$ cat src/rtl/queue_server_if.sv
// Handshake bundle between the queue server and its queue / sequencer.
// The server side takes the slave modport; whoever drives the queue status takes master.
interface queue_server_if;
   logic       enable;
   logic       pause;
   logic [4:0] size;
   logic       push;
   logic [3:0] service_time;
   logic       pop;
   logic       busy;
   logic       done;
   logic [3:0] head;
   logic [7:0] served_count;

   modport master (
      output enable, pause, size, push, service_time,
      input  pop, busy, done, head, served_count
   );

   modport slave (
      input  enable, pause, size, push, service_time,
      output pop, busy, done, head, served_count
   );
endinterface

$ cat src/rtl/queue_server.sv
// Queue server: fetches one entry from an external queue, holds it for a
// programmable service time, then reports completion and keeps a saturating tally.
//
// state | meaning
// ------+----------------------------------------------------------
// IDLE  | waiting for enable with a non-empty queue
// FETCH | pop asserted until the queue accepts it (push wins ties)
// SERVE | down-counting the service timer, frozen while pause=1
// DONE  | one-cycle completion pulse, then chain or go idle
module queue_server (
   input  logic           clk,
   input  logic           rst,
   queue_server_if.slave  qs
);

   typedef enum logic [1:0] {IDLE, FETCH, SERVE, DONE} state_t;

   state_t     state, state_nxt;
   logic [3:0] timer, timer_nxt;
   logic [3:0] head, head_nxt;
   logic [7:0] served_count, served_count_nxt;
   logic       accept;

   // The queue gives a simultaneous push priority unless it is already full.
   assign accept = (state == FETCH) && (qs.size != 5'd0) &&
                   !(qs.push && (qs.size < 5'd16));

   always_ff @(posedge clk or posedge rst) begin
      if (rst) begin
         state        <= IDLE;
         timer        <= 4'd0;
         head         <= 4'd0;
         served_count <= 8'd0;
      end else begin
         state        <= state_nxt;
         timer        <= timer_nxt;
         head         <= head_nxt;
         served_count <= served_count_nxt;
      end
   end

   always_comb begin
      state_nxt        = state;
      timer_nxt        = timer;
      head_nxt         = head;
      served_count_nxt = served_count;
      case (state)
         IDLE: begin
            if (qs.enable && (qs.size != 5'd0)) state_nxt = FETCH;
         end
         FETCH: begin
            if (accept) begin
               head_nxt  = head + 4'd1;
               timer_nxt = (qs.service_time == 4'd0) ? 4'd1 : qs.service_time;
               state_nxt = SERVE;
            end else if (qs.size == 5'd0) begin
               state_nxt = IDLE;
            end
         end
         SERVE: begin
            if (!qs.pause) begin
               timer_nxt = (timer == 4'd0) ? 4'd0 : timer - 4'd1;
               // Count on entry to DONE so the tally is current while done is high.
               if (timer <= 4'd1) begin
                  state_nxt = DONE;
                  if (served_count != 8'hFF) served_count_nxt = served_count + 8'd1;
               end
            end
         end
         DONE: begin
            state_nxt = (qs.enable && (qs.size != 5'd0)) ? FETCH : IDLE;
         end
         default: state_nxt = IDLE;
      endcase
   end

   assign qs.pop          = (state == FETCH);
   assign qs.busy         = (state != IDLE);
   assign qs.done         = (state == DONE);
   assign qs.head         = head;
   assign qs.served_count = served_count;

endmodule

$ cat src/flat_wrapper.sv
// flat-port wrapper written by rule: the top's interface ports become plain ports
module queue_server_flat 
  (clk, rst, qs_enable, qs_pause, qs_size, qs_push, qs_service_time, qs_pop, qs_busy, qs_done, qs_head, qs_served_count);
  queue_server_if qs_i ();
  input  logic clk;
  input  logic rst;
  input wire logic [$bits(qs_i.enable)-1:0] qs_enable;
  input wire logic [$bits(qs_i.pause)-1:0] qs_pause;
  input wire logic [$bits(qs_i.size)-1:0] qs_size;
  input wire logic [$bits(qs_i.push)-1:0] qs_push;
  input wire logic [$bits(qs_i.service_time)-1:0] qs_service_time;
  output wire logic [$bits(qs_i.pop)-1:0] qs_pop;
  output wire logic [$bits(qs_i.busy)-1:0] qs_busy;
  output wire logic [$bits(qs_i.done)-1:0] qs_done;
  output wire logic [$bits(qs_i.head)-1:0] qs_head;
  output wire logic [$bits(qs_i.served_count)-1:0] qs_served_count;
  assign qs_i.enable = qs_enable;
  assign qs_i.pause = qs_pause;
  assign qs_i.size = qs_size;
  assign qs_i.push = qs_push;
  assign qs_i.service_time = qs_service_time;
  assign qs_pop = qs_i.pop;
  assign qs_busy = qs_i.busy;
  assign qs_done = qs_i.done;
  assign qs_head = qs_i.head;
  assign qs_served_count = qs_i.served_count;
  queue_server u_core (.clk(clk), .rst(rst), .qs(qs_i));
endmodule
$ cat config.mk
export PLATFORM = sky130hd
export DESIGN_NAME = queue_server_flat
export DESIGN_NICKNAME = d
export VERILOG_FILES = /design/src/rtl/queue_server_if.sv /design/src/rtl/queue_server.sv /design/src/flat_wrapper.sv
export SDC_FILE = /design/constraint.sdc
export NUM_CORES = 1
export LEC_CHECK = 0
export CAP_MARGIN = 10
export CORE_UTILIZATION = 46
export CTS_CLUSTER_SIZE = 10
export DETAILED_ROUTE_END_ITERATION = 12
export GPL_TIMING_DRIVEN = 0
export PLACE_DENSITY = 0.77
export SYNTH_ARGS = -nofsm -noshare
export SYNTH_HDL_FRONTEND = slang
export SYNTH_SLANG_ARGS = --single-unit
export TNS_END_PERCENT = 1
$ cat constraint.sdc
create_clock -name clk -period 2 [get_ports clk]
set_clock_uncertainty 0.05 [all_clocks]
set_input_delay 0.4 -clock clk [delete_from_list [all_inputs] [get_ports clk]]
set_output_delay 0.4 -clock clk [all_outputs]
set_load 0.05 [all_outputs]
---- Word level (Yosys, flattened, before mapping) ----
Index checks and enable logic that the tools add are counted.
storage, ports and cells
  register bits after elaboration ......... 18
  input bits .............................. 14
  output and inout bits ................... 15
  word-level logic and storage cells ...... 47
operators by class
  $add $sub $neg .......................... 3
  $lt $le $gt $ge ......................... 2
  equal/unequal tests ..................... 9
  mux-type cells .......................... 12
  bitwise gates (word level) .............. 1
  reductions and logical operators ........ 16
operators by type and width
  operator             number
  $mux 4               4
  $mux 2               5
  $add 8x1->8 const B  1
  $logic_not 4->1      2
  $ne 8x8->1 const B   1
  $pmux 2 s4           1
  $pmux 4 s2           1
  $reduce_and 4->1     2
  $ne 2x1->1 const B   3
  $logic_not 5->1      1
  $lt 5x5->1 const B   1
  $reduce_bool 5->1    1
  $add 4x1->4 const B  1
  $eq 2x2->1 const B   2
  $le 4x1->1 const B   1
  $logic_and 1x1->1    4
  $reduce_bool 2->1    2
  $sub 4x1->4 const B  1
  $ne 3x1->1 const B   1
  $reduce_and 3->1     1
  $eq 2x1->1 const B   1
  $logic_not 2->1      1
  $ne 2x2->1 const B   1
  $reduce_and 2->1     1
  other kinds (3)      3

---- Logic depth before layout (Yosys ltp) ----
Gate-level depths: netlist of run 1.
  depth in word-level cells ............... 6
  depth in mapped cells ................... 7
  gate-level depth less buffers ........... 6

---- Least setup slack after synthesis of run 1 ----
OpenSTA, ideal clock, no wires.
  path type ............................... reg2reg
  start point ............................. register with a tool-made name
  end point ............................... register u_core.timer[3]
  data arrival time ....................... 1.870 ns
  required time ........................... 1.828 ns
  setup slack ............................. -0.041 ns
  stages on the path, launching flop included .. 7
  buffers on the path ..................... 0
  cell sequence ........................... dfrtp_1 > inv_1 > ha_1 > nor2b_1 > o21ai_0 > and2_1 > a32o_1
RTL lines
  what                    line                source
  end signal: assignment  queue_server.sv:36  timer <= timer_nxt;
  end: declaration        queue_server.sv:19  logic [3:0] timer, timer_nxt;

==> metrics.cfg, run 1 <==
[outcome]
status=completed

[drt]
drtIter0Drc=24
wirelength_mm=2.134
wire_per_inst_um=13.59
vias_per_cell=5.650
final_antenna_net_count=0
vias=887
dr.pass1.iters=6
drc=0

[critical_path]
crit_arrival_ps=2110
crit_type=in2reg
start_kind=input pin
crit_path_end_kind=register
crit_fanout=2
crit_buf_inv=1
slowest_stage=or4_4
crit_chain=clkdlybuf4s50_1 > or4_4 > a32oi_1 > o211a_1 > mux2i_1
slowest_delay_ps=550
crit_required_ps=2170
crit_family=simple AND/OR/NAND/NOR gates

[synthesis]
ys_seq_area_share_pct=43.90
synth_top_family_by_area=compound AO/OA/AOI/OAI gates
ys_types=36
synth_compound_area_share_pct=17.44
synth_mux_area_share_pct=3.171
syn_area_per_cell_um2=10.47
synthCells=98
synth-xor-area-share_pct=8.537
ys_ff_latch=18
synthAdderAreaFrac_pct=8.537
netlist_top_cells_area=dfrtp_1 44%, ha_1 8.5%, xor2_1 5.1%
yosysWarnings=0
synth_simple_gate_area_share_pct=14.39
synth_nets=119
netlist.top_cell.by_area=dfrtp_1
netlist_area_um2=1026
synth_top_area_share_pct=43.90

[sta]
maxSlewViolCount=0
fin_ws_ps=57.18
slew_headroom_pct=55.10
finalHoldViolations=0
period_share_pct=97.14
rsz0062_at_grt=no
worst_slew_pin_slew_ps=672.8
finalSetupViolCount=0
min_period_ps=1943
fmax_mhz=514.7

[clock_tree]
root_buffer=clkbuf_4
cts.sinks=18
hold_buffers=0
cts_tree=built
cts_resized=10
clk_path_buf_depth=2
path_clk_slew_ps=100
post_cts_buffers=0
insertion_delay_ps=290
numCtsBuffers=3
h-tree-depth=1

[pwr]
power_uw=1939
p_leak_uw=0.0007443
power.density_nw_per_um2=1386
worst_ir_drop_vdd_mv=1.034

[layout]
synthToLayoutAreaGrowth_pct=36.34
fin_nets=152
drive_above_1_share_pct=10.77
fill_cells=165
antenna_cells=0

[placement]
gp_congestion=0.8420
pre_cts_slack_ps=-213.3
port_buffers=28
detailedPlacementHpwl_mm=1.633

[global_route]
overflow=0
grt_pass1_wl_mm=3.650
grt_pass1_vias=843
grt_max_degree=19
grt_util_all_layers_pct=19.26
antenna_found_initial=0

[die]
io_pins=29
die_area_um2=2423
fp-row-count=16
die_x_um=49.23
initial_core_util_pct=50.74
core_region_area_um2=2022
die_h_um=49.23

[hold_path]
min_path_type=in2async

[run]
drv_cap=0

-- sequential cells by signal, indices dropped and copies added (netlist names), named ones only --
name	count
u_core.qs.served_count	8
u_core.qs.head	4
u_core.state	1
u_core.timer	4
-- power breakdown --
part	switching [uW]	leakage, uW	internal, uW
Sequential	136	0.000229	488
Combinational	665	0.000494	426
Clock	113	0.0000210	111
Total	913	0.000744	1030
-- per-stage QoR --
stage | cell area, um2 | std cells | TNS, ps | utilization, % | hold slack, ps
5_1_grt | 1399 | 157 | 0 | 69.18 | 480.4
3_5_place_dp | 1343 | 153 | -1049 | 66.40 | 436.7
3_3_place_gp | 1343 | 153 | -810.8 | 66.40 | 411.2
2_1_floorplan | 1028 | 98 | 0 | - | 288.6
4_1_cts | 1376 | 157 | 0 | 68.07 | 451.4
6_report | 1399 | 157 | 0 | 69.18 | 447.4
-- worst paths after layout --
kind                                                        from                                     to  slack [ps]  cells past startpoint
min in group clk           u_core.qs.served_count[6]$_DFFE_PP0P_  u_core.qs.served_count[6]$_DFFE_PP0P_         450                      1
min reg2reg                u_core.qs.served_count[6]$_DFFE_PP0P_  u_core.qs.served_count[6]$_DFFE_PP0P_         450                      1
min                                                          rst          u_core.qs.head[2]$_DFFE_PP0P_         450                      2
max in group asynchronous                                    rst  u_core.qs.served_count[0]$_DFFE_PP0P_        1020                      2
max                                                   qs_size[1]                               register          60                      5
max reg2reg                                             register            u_core.timer[3]$_DFFE_PP0P_         180                      6
-- per-layer routing --
layer	GRT usage (%)	part of all wire, %
met1	25.10	48
met2	32.65	47
met3	2.804	4.3
met4	5.882	0.84
met5	0	0
-- final cells by class --
cell class	instances	area, um2	share of cell area (%)
Buffer	1	11.26	0.8050
Multi-Input combinational cell	71	543.0	38.82
Clock buffer	4	36.28	2.594
Inverter	8	30.03	2.147
Sequential cell	18	450.4	32.20
Timing Repair Buffer	28	294.0	21.02
Tap cell	27	33.78	2.415
-- cells in the mapped netlist --
master / number
or4_4: 1
nand3_1: 7
dfrtp_1: 18
or4_1: 1
xor2_1: 6
and2_1: 1
nor3_1: 4
a31oi_1: 1
nor4_1: 2
nor3_2: 1
o211ai_1: 3
a32oi_1: 1
buf_6: 1
a22o_1: 2
inv_1: 8
o31ai_1: 1
mux2i_1: 1
nand4_1: 1
nor2_1: 4
nor2b_1: 1
o311ai_0: 1
ha_1: 7
o21a_1: 1
o21ai_0: 5
o211a_1: 1
mux2_2: 2
o21ai_1: 1
xnor2_1: 4
a22oi_1: 1
and3_1: 1
o41ai_1: 1
nand2_1: 3
o2111ai_2: 1
a32o_1: 1
a21oi_1: 2
o221ai_1: 1
-- worst register-to-register path, delay by kind of cell (launching register included) --
kind                     cells  cell delay (ps)
flip-flops                   1              430
adder cells (fa/ha/maj)      1              240
buffers and inverters        1              130
AO/OA/AOI/OAI                2              440
AND/OR/NAND/NOR              2              440
-- kinds of logic after synthesis --
kind of cell             Yosys count
XOR/XNOR                          10
buffers and inverters              9
AO/OA/AOI/OAI                     24
adder cells (fa/ha/maj)            7
multiplexers                       3
flip-flops                        18
AND/OR/NAND/NOR                   27
-- layout by cell type, fill, tap and decap left out, drive strengths merged, types with 2 or more instances in the layout --
cell type and count:
dfrtp 18, clkdlybuf4s50 13, dlymetal6s2s 9, inv 8
nand3 7, ha 7, xor2 6, o21ai 6
nor3 5, nor2 4, xnor2 4, dlygate4sd2 4
clkbuf 4, o211ai 3, nand2 3, a22o 2
mux2 2, a21oi 2, nor4 2, buf 2
or4 2
(Power assumes the default switching activity.)
==> run 2, diff against run 1 <==
--- a/config.mk
+++ b/config.mk
@@ -9,6 +9,7 @@
 export CORE_UTILIZATION = 46
 export CTS_CLUSTER_SIZE = 10
 export DETAILED_ROUTE_END_ITERATION = 12
+export GPL_ROUTABILITY_DRIVEN = 0
 export GPL_TIMING_DRIVEN = 0
 export PLACE_DENSITY = 0.77
 export SYNTH_ARGS = -nofsm -noshare
==> results of run 2 <==
Final layout, timing and power as in run 1 (identical DEF).
